`src/rtl/cisr_row_decoder.sv`:
```
// cisr_row_decoder: central CISR row-ID assigner for the SpMV channels.
// It pops row lengths from each channel's row FIFO, hands out global row IDs
// lowest channel first, and tags every fetched nonzero with its row ID.
// Ports:
//   clk, reset     - clock, synchronous active-high reset
//   num_rows       - total matrix rows, latched on the first cycle out of reset
//   len_valid      - per-channel row FIFO non-empty
//   row_len_in     - per-channel FIFO head, channel c at [c*DATA_W +: DATA_W]
//   slot_valid     - per-channel nonzero fetched this cycle
//   len_pop        - per-channel FIFO pop (combinational)
//   row_id_out     - per-channel row ID of the previous cycle's nonzero
//   ch_busy        - per-channel RUN indicator
//   done           - all rows assigned and every channel finished (sticky)
//   proto_err      - sticky: slot_valid seen on a channel not in RUN
module cisr_row_decoder #(
  parameter int unsigned NUM_CH = 16,
  parameter int unsigned DATA_W = 32,
  parameter int unsigned DIM_W  = 16
) (
  input  logic                     clk,
  input  logic                     reset,
  input  logic [DIM_W:0]           num_rows,
  input  logic [NUM_CH-1:0]        len_valid,
  input  logic [NUM_CH*DATA_W-1:0] row_len_in,
  input  logic [NUM_CH-1:0]        slot_valid,
  output logic [NUM_CH-1:0]        len_pop,
  output logic [NUM_CH*DIM_W-1:0]  row_id_out,
  output logic [NUM_CH-1:0]        ch_busy,
  output logic                     done,
  output logic                     proto_err
);

  localparam int unsigned CNT_W = DIM_W + 1;

  typedef enum logic [1:0] {
    ST_NEED = 2'd0,
    ST_RUN  = 2'd1,
    ST_FIN  = 2'd2
  } ch_state_e;

  // Registered state
  logic              started_q;
  logic [CNT_W-1:0]  rows_q;
  logic [CNT_W-1:0]  next_row_q;
  logic              done_q;
  logic              proto_err_q;
  ch_state_e         st_q     [NUM_CH];
  logic [DATA_W-1:0] rem_q    [NUM_CH];
  logic [DIM_W-1:0]  cur_id_q [NUM_CH];
  logic [DIM_W-1:0]  row_id_q [NUM_CH];

  // Next-state values
  logic [CNT_W-1:0]  next_row_d;
  logic              done_d;
  logic              proto_err_d;
  ch_state_e         st_d     [NUM_CH];
  logic [DATA_W-1:0] rem_d    [NUM_CH];
  logic [DIM_W-1:0]  cur_id_d [NUM_CH];
  logic [DIM_W-1:0]  row_id_d [NUM_CH];

  // Grant network
  logic [NUM_CH-1:0] req;
  logic [NUM_CH-1:0] grant;
  logic [DIM_W-1:0]  grant_id [NUM_CH];
  logic [CNT_W-1:0]  id_acc;
  logic              rows_exhausted;
  logic              all_fin;

  // Ascending-priority grant: each granted requester takes the next free ID
  // until the row budget runs out. Nothing is granted in the latch cycle.
  always_comb begin
    req    = '0;
    grant  = '0;
    id_acc = next_row_q;
    for (int c = 0; c < int'(NUM_CH); c++) begin
      grant_id[c] = '0;
    end
    for (int c = 0; c < int'(NUM_CH); c++) begin
      req[c] = started_q && len_valid[c] &&
               ((st_q[c] == ST_NEED) ||
                ((st_q[c] == ST_RUN) && (rem_q[c] == DATA_W'(1)) && slot_valid[c]));
      if (req[c] && (id_acc < rows_q)) begin
        grant[c]    = 1'b1;
        grant_id[c] = id_acc[DIM_W-1:0];
        id_acc      = id_acc + CNT_W'(1);
      end
    end
    next_row_d = id_acc;
  end

  // Per-channel next state, protocol check and completion detect
  always_comb begin
    proto_err_d    = proto_err_q;
    rows_exhausted = (next_row_d >= rows_q);
    all_fin        = 1'b1;
    for (int c = 0; c < int'(NUM_CH); c++) begin
      st_d[c]     = st_q[c];
      rem_d[c]    = rem_q[c];
      cur_id_d[c] = cur_id_q[c];
      row_id_d[c] = row_id_q[c];

      if (slot_valid[c] && (st_q[c] != ST_RUN)) begin
        proto_err_d = 1'b1;
      end

      // A grant loads the popped length; a zero-length row just burns its ID.
      if (grant[c]) begin
        if (row_len_in[c*DATA_W +: DATA_W] != '0) begin
          rem_d[c]    = row_len_in[c*DATA_W +: DATA_W];
          cur_id_d[c] = grant_id[c];
          st_d[c]     = ST_RUN;
        end else begin
          rem_d[c] = '0;
          st_d[c]  = ST_NEED;
        end
      end

      case (st_q[c])
        ST_NEED: begin
          if (!grant[c] && started_q && rows_exhausted) begin
            st_d[c] = ST_FIN;
          end
        end
        ST_RUN: begin
          if (slot_valid[c]) begin
            // Tag with the row being drained, even when a refill lands now.
            row_id_d[c] = cur_id_q[c];
            if (rem_q[c] == DATA_W'(1)) begin
              if (!grant[c]) begin
                st_d[c] = rows_exhausted ? ST_FIN : ST_NEED;
              end
            end else begin
              rem_d[c] = rem_q[c] - DATA_W'(1);
            end
          end
        end
        ST_FIN: begin
          st_d[c] = ST_FIN;
        end
        default: begin
          st_d[c] = ST_NEED;
        end
      endcase

      if (st_d[c] != ST_FIN) begin
        all_fin = 1'b0;
      end
    end
    // Raised together with the last channel entering FIN.
    done_d = done_q | (started_q && all_fin && (next_row_d == rows_q));
  end

  // State register
  always_ff @(posedge clk) begin
    if (reset) begin
      started_q   <= 1'b0;
      rows_q      <= '0;
      next_row_q  <= '0;
      done_q      <= 1'b0;
      proto_err_q <= 1'b0;
      for (int c = 0; c < int'(NUM_CH); c++) begin
        st_q[c]     <= ST_NEED;
        rem_q[c]    <= '0;
        cur_id_q[c] <= '0;
        row_id_q[c] <= '0;
      end
    end else begin
      started_q <= 1'b1;
      if (!started_q) begin
        rows_q <= num_rows;
      end
      next_row_q  <= next_row_d;
      done_q      <= done_d;
      proto_err_q <= proto_err_d;
      for (int c = 0; c < int'(NUM_CH); c++) begin
        st_q[c]     <= st_d[c];
        rem_q[c]    <= rem_d[c];
        cur_id_q[c] <= cur_id_d[c];
        row_id_q[c] <= row_id_d[c];
      end
    end
  end

  // Output mapping
  always_comb begin
    len_pop    = grant;
    row_id_out = '0;
    ch_busy    = '0;
    for (int c = 0; c < int'(NUM_CH); c++) begin
      row_id_out[c*DIM_W +: DIM_W] = row_id_q[c];
      ch_busy[c]                   = (st_q[c] == ST_RUN);
    end
  end

  assign done      = done_q;
  assign proto_err = proto_err_q;

endmodule

```
`config.mk`:
```
export PLATFORM = sky130hd
export DESIGN_NAME = cisr_row_decoder
export DESIGN_NICKNAME = d
export VERILOG_FILES = /design/src/rtl/cisr_row_decoder.sv
export SDC_FILE = /design/constraint.sdc
export NUM_CORES = 2
export LEC_CHECK = 0
export ABC_AREA = 1
export ABC_CLOCK_PERIOD_IN_PS = 51400
export BUFFER_PORTS_ARGS = -buffer_cell sky130_fd_sc_hd__buf_2
export CAP_MARGIN = 20
export CELL_PAD_IN_SITES_DETAIL_PLACEMENT = 1
export CELL_PAD_IN_SITES_GLOBAL_PLACEMENT = 1
export CORE_AREA = 2 2 433 435
export CTS_CLUSTER_SIZE = 25
export DETAILED_ROUTE_END_ITERATION = 10
export DIE_AREA = 0 0 435 437
export PLACE_DENSITY_LB_ADDON = 0.3
export SLEW_MARGIN = 5
export SYNTH_ARGS = -nofsm -noshare
export SYNTH_HDL_FRONTEND = slang
export SYNTH_SLANG_ARGS = --single-unit
```
`constraint.sdc`:
```
create_clock -name clk -period 51.4 [get_ports clk]
set_input_delay 7.71 -clock clk [delete_from_list [all_inputs] [get_ports clk]]
set_output_delay 7.71 -clock clk [all_outputs]
set_load 0.01 [all_outputs]
```
==> run metrics <==
HP Class flop to flop; # H-tree levels 4; clock sink count 1093; CTS root buf clkbuf_16; Distinct cells, synth 74; Die Height 437 µm; Net Count, Synth 11.61k; CTS tree yes; via/cell ratio 5.484; initial antenna violation count 42; pin count of the biggest net entering global routing 117; IO Count 853; gr ovfl total 0; final WL 290100 µm; M1 GR Usage 0.3442; Post-DP HPWL 211000 µm; syn_area_per_cell 6.533 µm²; Placer Congestion 0.9341; actual slew at the worst max-slew pin 1.182 ns; post-synthesis sequential area ratio 0.3122; Worst VDD drop 0.02634 mV; Hold WS 0.4590 ns; layout cell share with drive strength beyond 1 0.1727; asr flop ratio synth 0; DRC Markers 0; FF+latch area 21880 µm²; cells after synthesis 10.73k; slowest stage cell on the critical path or4_4; WS Path Type primary input to output port; Placed Area 77290 µm²; Final Power 3.185 mW; final worst slack 1.521 ns; Die X-Extent 435 µm; max incr delay on CP 0.56 ns; status complete, no violations; Iteration-0 DRC Markers 4439; critical path arrival 42.17 ns; final setup fails 0; Leak Pwr 41.91 nW; Yosys reg bits 1093; area of the core 185000 µm²; vias in the first global route 79.66k; final hold violations 0; cell area after synthesis 70100 µm²; met3 GRT Util 0.04482; Post-synth EDFFs 0; fin nets 12.50k; IO buf count 852; filler instances 24.37k; die area 190100 µm²; Post-DRT Antenna Nets 0; CTS max path bufs 3; Vias 78.02k; worst-path maximum fanout 15; Std-Cell Rows 158; yosys warns 0; Initial Util 0.3788; GRT Util Overall 0.2886; global routing usage on met2 0.4941; clk slew on worst S/H paths 0.05 ns; area of the multi-input gates 42110 µm²; crit path capture type output port; Peak Freq 20.05 MHz; max-cap violations 0; Primary FF master, synth dfxtp_1; Pre-antenna DRT Iters 5; WL/cell 20.39 µm; Max Slew Vio Count 0; Skew-Pair Late Insertion Delay 0.82 ns; Min Clock Period, post-route 49.88 ns; Rel. slew slack 0.2122; CTS buffer count 136; Tcrit/Tclk final 0.9704; Fin Clk Skew 0.04253 ns; GRT Max-Usage Layer met2; PwrDens 37.29 nW/µm²; Synth-to-Final Area Change 21.82%; final instance area 85390 µm²; Place WS -3.129 ns; Post-CTS Hold Buffers 0; cell repeated most along the worst path nand2_1; Critical Path Start Type primary input; Critical Path RT 43.69 ns; first-pass GRT wire length 443300 µm
==> cell type report <==
| class | instances | area share |
|---|---|---|
| diodes | 31 | 0.0009085 |
| clock buffers | 184 | 0.04623 |
| clock inverters | 58 | 0.01014 |
| inverters | 1670 | 0.07376 |
| multi-input cells | 7536 | 0.4931 |
| flip-flops and latches | 1093 | 0.2563 |
| well taps | 2480 | 0.03634 |
| repair buffers | 1176 | 0.08323 |
==> flip-flops by register name, indices dropped and copies added, names as in the netlist <==
register	cells
rows_q	17
done	1
cur_id_q	256
row_id_q	256
started_q	1
st_q	32
rem_q	512
proto_err	1
next_row_q	17
==> cell usage after synthesis (115+ instances only) <==
cell type	n	area [µm²]
nor2_1	1393	5229
xor2_1	150	1314
dfxtp_1	1093	21880
clkbuf_1	374	1404
nor3_1	195	975.9
inv_1	1581	5934
nor4_1	165	1032
nand2_1	1955	7338
o21ai_0	706	3533
nand3_1	702	3513
ha_1	321	4016
o211ai_1	327	2455
a21oi_1	708	3543
a221o_1	115	1151
nand4_1	165	1032
==> stage by stage <==
step / utilization / TNS, ns / instances
after floorplan: - / 0 / 10730
after global placement: 0.4172 / -2.193 / 13814
after detailed placement: 0.4177 / -6.333 / 13818
after CTS: 0.4464 / 0 / 14083
after global routing: 0.4614 / -0.7767 / 14223
final: 0.4615 / 0 / 14228
==> critical path, delay by kind of cell <==
kind	cells	cell delay (ns)
and+or+nand+nor	151	19.50
AOI/OAI and AO/OA	22	4.85
buffers and inverters	39	4.14
adders and majority gates	15	3.92
xor gates and xnor gates	9	2.00
==> cells in the final DEF (no fill, tap or decap), types with 146 or more instances in the layout <==
| cell | netlist | layout |
|---|---|---|
| nand2_1 | 1955 | 1898 |
| inv_1 | 1581 | 1537 |
| nor2_1 | 1393 | 1342 |
| dfxtp_1 | 1093 | 1091 |
| buf_2 | 15 | 851 |
| o21ai_0 | 706 | 697 |
| a21oi_1 | 708 | 690 |
| nand3_1 | 702 | 667 |
| o211ai_1 | 327 | 327 |
| ha_1 | 321 | 297 |
| buf_4 | 6 | 293 |
| nor3_1 | 195 | 180 |
| nand4_1 | 165 | 165 |
| nor4_1 | 165 | 146 |
==> metal layers <==
metal,vias up,part of all wire
met4,12,0.057
met2,1878,0.48
li1,37451,-
met1,38022,0.41
met3,657,0.050
met5,-,0.00026
==> final timing paths <==
kind,start,to,slack (ns),cells after the start
worst max register to register,rows_q[13],done,8.34,266
worst max-delay path,len_valid[0],len_pop[15],1.52,236
worst min register to register,row_id_q[1][121],row_id_q[1][121],0.46,2
worst min-delay path,row_id_q[1][121],row_id_q[1][121],0.46,2
==> logic make-up (layout without fill, tap and decap cells) <==
logic type,after synthesis,count (layout),share of synthesized area
AND/OR/NAND/NOR,4807,4808,0.2968
AO/OA/AOI/OAI,2207,2207,0.1918
buffers and inverters,2102,3088,0.1138
flip-flops,1093,1093,0.3122
adder cells (fa/ha/maj),321,321,0.05730
XOR/XNOR,200,200,0.02820
other,0,31,0
==> power by group <==
part	switching (mW)	total [mW]	internal, mW
clock network	0.419	1.04	0.623
logic	0.775	1.13	0.358
registers	0.0755	1.01	0.934
==> repair_timing <==
| item | 4_1_cts | 5_1_grt |
|---|---|---|
| setup buffers | 22 | 105 |
| setup endpoints to repair | 3 | 19 |
| endpoints found under the hold margin | 0 | 0 |
| gates cloned | 1 | 4 |
| pin swaps | 24 | 195 |
| gates resized for setup | 70 | 362 |
Power figures use the tool's default switching activity.
